### src/rtl/alu_status_reg.sv
// 6502-style processor status register with flag update priority and an optional
// one-cycle decimal N/Z fixup state (enabled by the DEC_NZ_FIXUP_EN macro).
module alu_status_reg (
  input  logic       clk,
  input  logic       reset,
  input  logic       alu_valid,
  input  logic [7:0] alu_result,
  input  logic       alu_carry,
  input  logic       alu_overflow,
  input  logic       upd_nz,
  input  logic       upd_c,
  input  logic       upd_v,
  input  logic       arith,
  input  logic [7:0] adj_result,
  input  logic [2:0] flag_cmd,
  input  logic       load_p,
  input  logic [7:0] db_in,
  input  logic       bit_op,
  input  logic       irq_ack,
  input  logic       brk,
  output logic [7:0] p_out,
  output logic       c_out,
  output logic       dec_add,
  output logic       busy
);

  typedef enum logic [0:0] {IDLE = 1'b0, FIXUP = 1'b1} state_t;

  state_t state_r;
  logic   n_r, v_r, d_r, i_r, z_r, c_r;
  logic   alu_upd_s;
  logic   fixup_entry_s;

  // An ALU result arriving while a fixup is pending is dropped.
  assign alu_upd_s = alu_valid && (state_r == IDLE);

`ifdef DEC_NZ_FIXUP_EN
  assign fixup_entry_s = alu_upd_s && upd_nz && arith && d_r && !load_p;
  assign busy          = (state_r == FIXUP);
`else
  assign fixup_entry_s = 1'b0;
  assign busy          = 1'b0;
`endif

  // Flag and state update: sources applied lowest priority first, so later writes win.
  always_ff @(posedge clk) begin
    if (reset) begin
      n_r     <= 1'b0;
      v_r     <= 1'b0;
      d_r     <= 1'b0;
      i_r     <= 1'b1;
      z_r     <= 1'b0;
      c_r     <= 1'b0;
      state_r <= IDLE;
    end else begin
      if (irq_ack) begin
        i_r <= 1'b1;
      end
      case (flag_cmd)
        3'd1:    c_r <= 1'b0;
        3'd2:    c_r <= 1'b1;
        3'd3:    i_r <= 1'b0;
        3'd4:    i_r <= 1'b1;
        3'd5:    d_r <= 1'b0;
        3'd6:    d_r <= 1'b1;
        3'd7:    v_r <= 1'b0;
        default: ;
      endcase
      if (bit_op) begin
        n_r <= db_in[7];
        v_r <= db_in[6];
        z_r <= (alu_result == 8'h00);
      end
      if (alu_upd_s) begin
        if (upd_c) begin
          c_r <= alu_carry;
        end
        if (upd_v) begin
          v_r <= alu_overflow;
        end
        // On fixup entry N/Z are claimed but held until the adjusted byte arrives.
        if (fixup_entry_s) begin
          n_r     <= n_r;
          z_r     <= z_r;
          state_r <= FIXUP;
        end else if (upd_nz) begin
          n_r <= alu_result[7];
          z_r <= (alu_result == 8'h00);
        end
      end
      if (state_r == FIXUP) begin
        n_r     <= adj_result[7];
        z_r     <= (adj_result == 8'h00);
        state_r <= IDLE;
      end
      if (load_p) begin
        n_r     <= db_in[7];
        v_r     <= db_in[6];
        d_r     <= db_in[3];
        i_r     <= db_in[2];
        z_r     <= db_in[1];
        c_r     <= db_in[0];
        state_r <= IDLE;
      end
    end
  end

  assign p_out   = {n_r, v_r, 1'b1, brk, d_r, i_r, z_r, c_r};
  assign c_out   = c_r;
  assign dec_add = d_r & arith;

endmodule

### config.mk
export PLATFORM = sky130hd
export DESIGN_NAME = alu_status_reg
export DESIGN_NICKNAME = d
export VERILOG_FILES = /design/src/rtl/alu_status_reg.sv
export SDC_FILE = /design/constraint.sdc
export NUM_CORES = 1
export LEC_CHECK = 0
export ABC_CLOCK_PERIOD_IN_PS = 1700
export CORE_MARGIN = 5
export CORE_UTILIZATION = 28
export CTS_CLUSTER_SIZE = 12
export DETAILED_ROUTE_END_ITERATION = 8
export HOLD_SLACK_MARGIN = 0.1
export PLACE_DENSITY = 0.83
export SYNTH_ARGS = -nofsm -noshare
export SYNTH_HDL_FRONTEND = slang
export SYNTH_SLANG_ARGS = --single-unit
### constraint.sdc
create_clock -name clk -period 1.7 [get_ports clk]
set_clock_uncertainty 0.1 [all_clocks]
set_input_delay 0.17 -clock clk [delete_from_list [all_inputs] [get_ports clk]]
set_output_delay 0.17 -clock clk [all_outputs]
set_load 0.02 [all_outputs]
==> results_dict.tcl, run 1 <==
set metrics [dict create \
    period_minus_slack_ns 1.62 \
    synth-edff-count 0 \
    drtIter0Drc 3 \
    postCtsSetupBuffers 0 \
    synthMuxAreaShare_pct 0 \
    cts-root-buf "clkbuf_4" \
    yosys.area_share.simple_pct 14.9 \
    syn_to_final_growth_pct 78.7 \
    setup_viol 0 \
    max_stage_delay_ns 0.59 \
    avgSynthCellArea_um2 7.30 \
    holdBufCountCts 0 \
    hold_class "input port to primary output" \
    startpoint_type "flip-flop" \
    start_util_pct 29.6 \
    ctsResizeCount 0 \
    synth.distinct_cells 23 \
    arrival_ns 1.35 \
    grt_pass1_wl_um 1960 \
    core_region_area_mm2 0.00151 \
    drc 0 \
    die_w_um 49.9 \
    ant_nets 0 \
    hold_start "brk" \
    synth-async-reset-ratio_pct 0 \
    wl_per_cell_um 12.5 \
    final.period_utilization_pct 95.1 \
    use_met1_pct 8.98 \
    synthFlopType "dfxtp_1" \
    synth_top_cells_by_count "9 x buf_4, 8 x a21oi_1, 6 x dfxtp_1" \
    hold_viol 0 \
    whs_ns 0.240 \
    post-place-ws_ns 0.0244 \
    seq_area_frac_synth_pct 27.0 \
    ios 51 \
    synth_top_family_by_area "compound AO/OA/AOI/OAI gates" \
    use_met3_pct 6.33 \
    syn_inst 61 \
    crit_fanout 4 \
    synth_warnings 0 \
    cts_tree "yes" \
    htreeDepth 1 \
    grt_usage_pct 10.3 \
    cts_buffer_depth 2 \
    slowest_stage "clkdlybuf4s50_1" \
    cp_data_required_time_ns 1.43 \
    synth-xor-area-share_pct 0 \
    criticalPathCategory "flip-flop to primary output" \
    cp-end-kind "primary output" \
    synth_top_area_cell "dfxtp_1" \
    grt_pass1_vias 500 \
    tns_ns 0 \
    clkLatencyLatePin_ns 0.24 \
    grt.overflow.total 0 \
    portBuffers 36 \
    final_area_um2 796 \
    grt_max_degree 9 \
    clk_pin_slew_ns 0.04 \
    critPathLaunch "d_r" \
    hpwl_um 1180 \
    worst_slack_ns 0.0831 \
    numCtsBuffers 3 \
    rsz0062_at_grt "false" \
    ys_ff_latch 6 \
    ys_top_cells_by_area "dfxtp_1 27%, buf_4 15%, a21oi_1 9.0%" \
    synth_compound_gate_area_share_pct 35.4 \
    syn_area_um2 445 \
    powerDensity_mw_per_mm2 570 \
    synth_fa_ha_area_share_pct 0 \
    antenna_found_initial 0 \
    yosysTopAreaCellShare_pct 27.0 \
    viasPerCell 4.90 \
    synth.most_common_cell "buf_4" \
    dieArea_mm2 0.00249 \
    synth_nets 101 \
    peakVddDrop_v 0.000393 \
    max_freq_mhz 618 \
    fp-row-count 14 \
    nets 134 \
    path_cells "and2_1 -> clkdlybuf4s50_1" \
    power_mw 0.453 \
    vias 529 \
    status "complete, no violations" \
    p_leak_nw 0.306 \
    busiest_layer "met2" \
    place_congestion 0.653 \
    slew_violations 0 \
    reg2reg_from "c_out" \
    antenna_cells 0 \
    layout-drive-gt1-share_pct 8.70 \
    dr.pass1.iters 4 \
    postPlaceCellArea_um2 773 \
    finalWirelength_um 1350 \
    fp.dieH_um 49.9 \
    cap_violations 0 \
    clock_sinks 6 \
    grt_use_met2_pct 19.9 \
]
[worst max-delay path, delay by kind of cell, from the launching register on]
| family | cells | cell delay [ns] |
|---|---|---|
| buffers and inverters | 1 | 0.59 |
| flip-flops | 1 | 0.37 |
| AND/OR/NAND/NOR | 1 | 0.14 |
[final timing paths]
kind,to,slack (ns),cells after the start
worst min-delay path,p_out[4],0.24,0
worst max register to register,c_out,0.53,3
worst max-delay path,dec_add,0.08,2
worst min register to register,z_r,0.47,2
[final cells by class]
| cell class | count | area (um2) |
|---|---|---|
| repair buffers | 39 | 383 |
| well taps | 16 | 20.0 |
| multi-input cells | 39 | 231 |
| fillers | 139 | 711 |
| flip-flops and latches | 6 | 120 |
| inverters | 5 | 18.8 |
| clock buffers | 3 | 22.5 |
[cells in the final DEF, fill, tap and decap left out, drive strengths merged]
| master | netlist | routed |
|---|---|---|
| nor2 | 1 | 1 |
| a21o | 1 | 1 |
| o31ai | 1 | 1 |
| o211ai | 1 | 1 |
| nand2 | 3 | 3 |
| inv | 5 | 5 |
| a221o | 2 | 2 |
| nand3 | 4 | 4 |
| a31oi | 3 | 3 |
| a221oi | 1 | 1 |
| conb | 2 | 2 |
| or4 | 2 | 2 |
| nor3 | 2 | 2 |
| clkbuf | 1 | 3 |
| a21oi | 9 | 9 |
| clkdlybuf4s50 | 0 | 36 |
| buf | 10 | 3 |
| a211o | 1 | 1 |
| and2 | 1 | 1 |
| dfxtp | 6 | 6 |
| o21ai | 5 | 5 |
[state kept, by name, indices dropped and copies added (netlist names)]
name,count
c_out,1
d_r,1
i_r,1
n_r,1
v_r,1
z_r,1
[where the power goes]
group	switching, mW	leakage [nW]	internal [mW]
clock	0.0518	0.0138	0.0799
sequential	0.00595	0.0498	0.151
combinational	0.0658	0.243	0.0990
[metrics by stage]
step	utilization, %	instances
after CTS	52.8	108
after global placement	51.3	105
after detailed placement	51.3	105
final	52.8	108
after global routing	52.8	108
after floorplan	-	61
[layer usage]
metal	vias to the layer above	share of wire, %	wire [um]
met3	0	9.0	121
met5	-	0	0
met1	237	35	468
met4	0	0	0
li1	273	-	-
met2	19	56	762
[kinds of logic after synthesis]
kind of cell	after synthesis
AOI/OAI and AO/OA	24
buffers and inverters	16
and+or+nand+nor	13
DFF	6
other	2
Note: power is estimated with default switching activity, not from simulation.
==> run 2, diff against run 1 <==
--- a/config.mk
+++ b/config.mk
@@ -10,8 +10,10 @@
 export CORE_UTILIZATION = 28
 export CTS_CLUSTER_SIZE = 12
 export DETAILED_ROUTE_END_ITERATION = 8
+export GPL_TIMING_DRIVEN = 0
 export HOLD_SLACK_MARGIN = 0.1
 export PLACE_DENSITY = 0.83
 export SYNTH_ARGS = -nofsm -noshare
 export SYNTH_HDL_FRONTEND = slang
 export SYNTH_SLANG_ARGS = --single-unit
+export TNS_END_PERCENT = 1
==> run 2 against run 1 <==
Net effect: register-to-register slack worse by 0.04 ns; die area unchanged; power grew 4.3%; maximum frequency is 0.24% lower; sequential share of layout area down 0.94 points; utilization up 3.5 points; via count increased by 9.1%; sequential cell count unchanged; count of clock-buffer cells in the layout stayed put; clock power hardly changed; largest cell class unchanged.
==> results_dict.tcl, run 2 (same netlist as run 1, synthesis figures left out) <==
set metrics [dict create \
    p_leak_nw 0.339 \
    setup_viol 0 \
    dieArea_mm2 0.00249 \
    postCtsSetupBuffers 0 \
    crit_fanout 4 \
    grt_pass1_wl_um 2260 \
    startpoint_type "flip-flop" \
    powerDensity_mw_per_mm2 557 \
    hold_class "input port to flip-flop" \
    path_cells "and2_1 -> clkdlybuf4s50_1" \
    final.period_utilization_pct 95.3 \
    viasPerCell 4.97 \
    nets 142 \
    fp-row-count 14 \
    grt_pass1_vias 539 \
    core_region_area_mm2 0.00151 \
    sequentialPowerShare_pct 33.2 \
    period_minus_slack_ns 1.62 \
    hpwl_um 1230 \
    cts-root-buf "clkbuf_4" \
    grt_max_degree 11 \
    htreeDepth 1 \
    status "complete, no violations" \
    cap_violations 0 \
    peakVddDrop_v 0.000334 \
    post-place-ws_ns 0.0234 \
    rsz0062_at_grt "false" \
    layout-drive-gt1-share_pct 14.0 \
    cts_tree "yes" \
    antenna_cells 0 \
    dp_cells 113 \
    cp-end-kind "primary output" \
    cp_data_required_time_ns 1.43 \
    clock_sinks 6 \
    worst_slack_ns 0.0791 \
    finalWirelength_um 1480 \
    grt.overflow.total 0 \
    clk_pin_slew_ns 0.04 \
    wl_per_cell_um 12.8 \
    slowest_stage "clkdlybuf4s50_1" \
    slew_violations 0 \
    drc 0 \
    ios 51 \
    ctsResizeCount 0 \
    final_common_cell "clkdlybuf4s50_1" \
    drtIter0Drc 7 \
    cts_buffer_depth 2 \
    layout.cells.non_filler 116 \
    clkPwrFrac_pct 28.2 \
    holdBufCountCts 0 \
    vias 577 \
    clkLatencyLatePin_ns 0.25 \
    antenna_found_initial 0 \
    combPwrFrac_pct 38.5 \
    die_w_um 49.9 \
    syn_to_final_growth_pct 90.4 \
    max_freq_mhz 617 \
    ant_nets 0 \
    final_cell_mix "36 x clkdlybuf4s50_1, 9 x buf_4, 8 x a21oi_1" \
    grt_usage_pct 11.9 \
    fp.dieH_um 49.9 \
    portBuffers 36 \
    start_util_pct 29.6 \
    power.switching_mw 0.131 \
    numCtsBuffers 3 \
    arrival_ns 1.35 \
    place_congestion 0.667 \
    criticalPathCategory "flip-flop to primary output" \
    tns_ns 0 \
    p_sw_share_pct 27.7 \
    power.internal_mw 0.342 \
    hold_viol 0 \
    dr.pass1.iters 4 \
    max_stage_delay_ns 0.60 \
]
-- run 2: cell count changes in the layout (fill, tap and decap cells not counted), sizes merged --
cell    before  now
buf          3   10
clkbuf       3    4
-- run 2: worst paths after layout --
path / from / endpoint / slack [ns] / depth (start not counted)
min reg2reg: z_r / z_r / 0.47 / 2
min: alu_valid / n_r / 0.33 / 4
max reg2reg: c_out / c_out / 0.49 / 3
max: d_r / dec_add / 0.08 / 2
-- run 2: layer usage --
metal  up-vias  GRT usage (%)  share of wire (%)  wire, um
li1        288              -                  -         -
met2        21           22.2                 56       827
met4         0           3.06               0.61         9
met1       265           10.6                 35       524
met5         -              0                  0         0
met3         3           6.93                8.3       123
-- run 2: through the flow --
stage / hold slack, ns / cell area, um2 / power [mW] / utilization [%]
2_1_floorplan: 0.139 / 445 / 0.235 / -
3_5_place_dp: 0.473 / 826 / 0.340 / 54.8
3_3_place_gp: 0.447 / 826 / 0.336 / 54.8
6_report: 0.333 / 848 / 0.473 / 56.3
4_1_cts: 0.324 / 848 / 0.478 / 56.3
5_1_grt: 0.397 / 848 / 0.501 / 56.3
-- run 2: worst max-delay path: cells and delay by family, from the launching register on --
kind,cells,cell delay (ns)
simple gates,1,0.15
flops,1,0.36
buf+inv,1,0.60
-- run 2: cell type report --
type / count / area, um2
fill: 153 / 658
multi-input combinational: 39 / 231
buffer: 11 / 75.1
clock buffer: 3 / 22.5
sequential: 6 / 120
inverter: 5 / 18.8
timing repair buffer: 36 / 360
tap: 16 / 20.0
-- run 2: power by group through the flow --
stage                     Combinational (mW)  Clock (mW)  Sequential, mW
after floorplan                       0.0748           0           0.160
after global routing                   0.194       0.149           0.158
final                                  0.182       0.133           0.157
after CTS                              0.182       0.139           0.157
after detailed placement               0.181           0           0.160
after global placement                 0.176           0           0.159
==> run 3, diff against run 2 <==
--- a/config.mk
+++ b/config.mk
@@ -6,13 +6,14 @@
 export NUM_CORES = 1
 export LEC_CHECK = 0
 export ABC_CLOCK_PERIOD_IN_PS = 1700
-export CORE_MARGIN = 5
-export CORE_UTILIZATION = 28
+export CORE_AREA = 5 5 42 44
 export CTS_CLUSTER_SIZE = 12
 export DETAILED_ROUTE_END_ITERATION = 8
+export DIE_AREA = 0 0 47 49
+export DONT_BUFFER_PORTS = 1
 export GPL_TIMING_DRIVEN = 0
 export HOLD_SLACK_MARGIN = 0.1
-export PLACE_DENSITY = 0.83
+export REMOVE_ABC_BUFFERS = 1
 export SYNTH_ARGS = -nofsm -noshare
 export SYNTH_HDL_FRONTEND = slang
 export SYNTH_SLANG_ARGS = --single-unit
==> run 3 against run 2 <==
Net effect: cell count shrank 28%; highest routed layer unchanged; combinational power decreased by 58%; largest cell class is now multi-input combinational cells; largest power group is now sequential cells; critical path type is now flip-flop to flip-flop; power shrank 18%.
==> results_dict.tcl, run 3 (same netlist as run 1, synthesis figures left out) <==
set metrics [dict create \
    clock_sinks 6 \
    grt_pass1_wl_um 1810 \
    postPlaceCellArea_um2 390 \
    reg2reg_from "n_r" \
    arrival_ns 1.66 \
    viasPerCell 5.62 \
    ant_nets 0 \
    cts_buffer_depth 2 \
    grt_max_degree 13 \
    grt_usage_pct 11.2 \
    whs_ns 0.109 \
    postCtsSetupBuffers 0 \
    core_region_area_mm2 0.00140 \
    worst_slack_ns 0.117 \
    hold_start "upd_v" \
    place_congestion 0.702 \
    peakVddDrop_v 0.000293 \
    cap_violations 0 \
    cts-root-buf "clkbuf_4" \
    rsz0062_at_grt "false" \
    path_cells "nand3_1 -> a21o_1 -> dlygate4sd3_1 -> a21oi_1" \
    fp-row-count 14 \
    cp_data_required_time_ns 1.78 \
    wl_per_cell_um 15.0 \
    critPathTopFamily "buffers and inverters" \
    start_util_pct 31.8 \
    dr.pass1.iters 4 \
    hold_class "input port to flip-flop" \
    tns_ns 0 \
    antenna_cells 0 \
    final_cell_mix "14 x dlygate4sd3_1, 8 x a21oi_1, 5 x inv_1, 5 x dfxtp_1" \
    drc 0 \
    cts_tree "yes" \
    final.period_utilization_pct 93.1 \
    hold_viol 0 \
    antenna_found_initial 0 \
    dieArea_mm2 0.00230 \
    drtIter0Drc 9 \
    layout-drive-gt1-share_pct 8.82 \
    nets 110 \
    powerDensity_mw_per_mm2 683 \
    finalWirelength_um 1260 \
    ios 51 \
    final_common_cell "dlygate4sd3_1" \
    clkLatencyLatePin_ns 0.25 \
    vias 472 \
    status "complete, no violations" \
    critPathLaunch "n_r" \
    period_minus_slack_ns 1.58 \
    num-fill-cells 149 \
    cp_num_buf_inv 1 \
    max_stage_delay_ns 0.56 \
    final_area_um2 567 \
    htreeDepth 1 \
    hpwl_um 889 \
    post-place-ws_ns 0.254 \
    p_leak_nw 0.221 \
    reg2reg_slack_ns 0.12 \
    numCtsBuffers 3 \
    die_w_um 47 \
    fp.dieH_um 49 \
    criticalPathCategory "flip-flop to flip-flop" \
    max_freq_mhz 632 \
    grt.overflow.total 0 \
    slowest_stage "dlygate4sd3_1" \
    slew_violations 0 \
    portBuffers 0 \
    startpoint_type "flip-flop" \
    setup_viol 0 \
    clk_pin_slew_ns 0.05 \
    grt_pass1_vias 429 \
    cp-end-kind "flip-flop" \
    syn_to_final_growth_pct 27.2 \
    crit_fanout 2 \
    power_mw 0.387 \
]
run 3: changes by cell type in the layout (fill, tap and decap cells not counted):
| cell | change |
|---|---|
| clkdlybuf4s50_1 | -36 |
| dlygate4sd3_1 | +14 |
| buf_4 | -9 |
| buf_1 | -1 |
| clkbuf_1 | -1 |
| dfxtp_1 | -1 |
| dfxtp_2 | +1 |
| dlymetal6s4s_1 | +1 |
run 3: through the flow:
stage / instances / util (%)
6_report: 84 / 40.4
5_1_grt: 84 / 40.4
4_1_cts: 84 / 40.2
3_5_place_dp: 66 / 27.9
3_3_place_gp: 66 / 27.9
2_1_floorplan: 50 / -
run 3: layer usage:
layer,part of all wire [%],global-route usage [%],routed length (um),up-vias
li1,-,-,-,226
met1,35,13.3,446,201
met2,45,14.7,561,43
met3,20,8.86,246,2
met4,0.40,4.15,5,0
met5,0,0,0,-
run 3: final cells by class:
| cell class | count | area [um2] | share of cell area [%] |
|---|---|---|---|
| sequential | 6 | 121 | 21.4 |
| timing repair buffer | 15 | 153 | 26.9 |
| clock buffer | 3 | 22.5 | 3.97 |
| tap | 16 | 20.0 | 3.53 |
| inverter | 5 | 18.8 | 3.31 |
| multi-input combinational | 39 | 231 | 40.8 |
run 3: path summary, 6_finish.rpt:
| path | endpoint | cells past startpoint |
|---|---|---|
| setup / recovery | n_r | 4 |
| hold / removal | v_r | 3 |
| setup reg to reg | n_r | 4 |
| hold reg to reg | z_r | 2 |
run 3: worst register-to-register path, delay by kind of cell (launching register included):
| family | cells | cell delay (ns) |
|---|---|---|
| buffers and inverters | 1 | 0.56 |
| flip-flops | 1 | 0.45 |
| AO/OA/AOI/OAI | 2 | 0.30 |
| AND/OR/NAND/NOR | 1 | 0.11 |
run 3: repair_timing:
item                                    CTS  global route
gates resized for setup                   0             2
endpoints found under the hold margin     6             0
hold buffers                             15             0
endpoints found under the setup margin    0             2
run 3: power breakdown:
part	internal [mW]	total (mW)	switching, mW
Clock	0.0802	0.137	0.0570
Sequential	0.151	0.173	0.0217
Combinational	0.0435	0.0770	0.0336
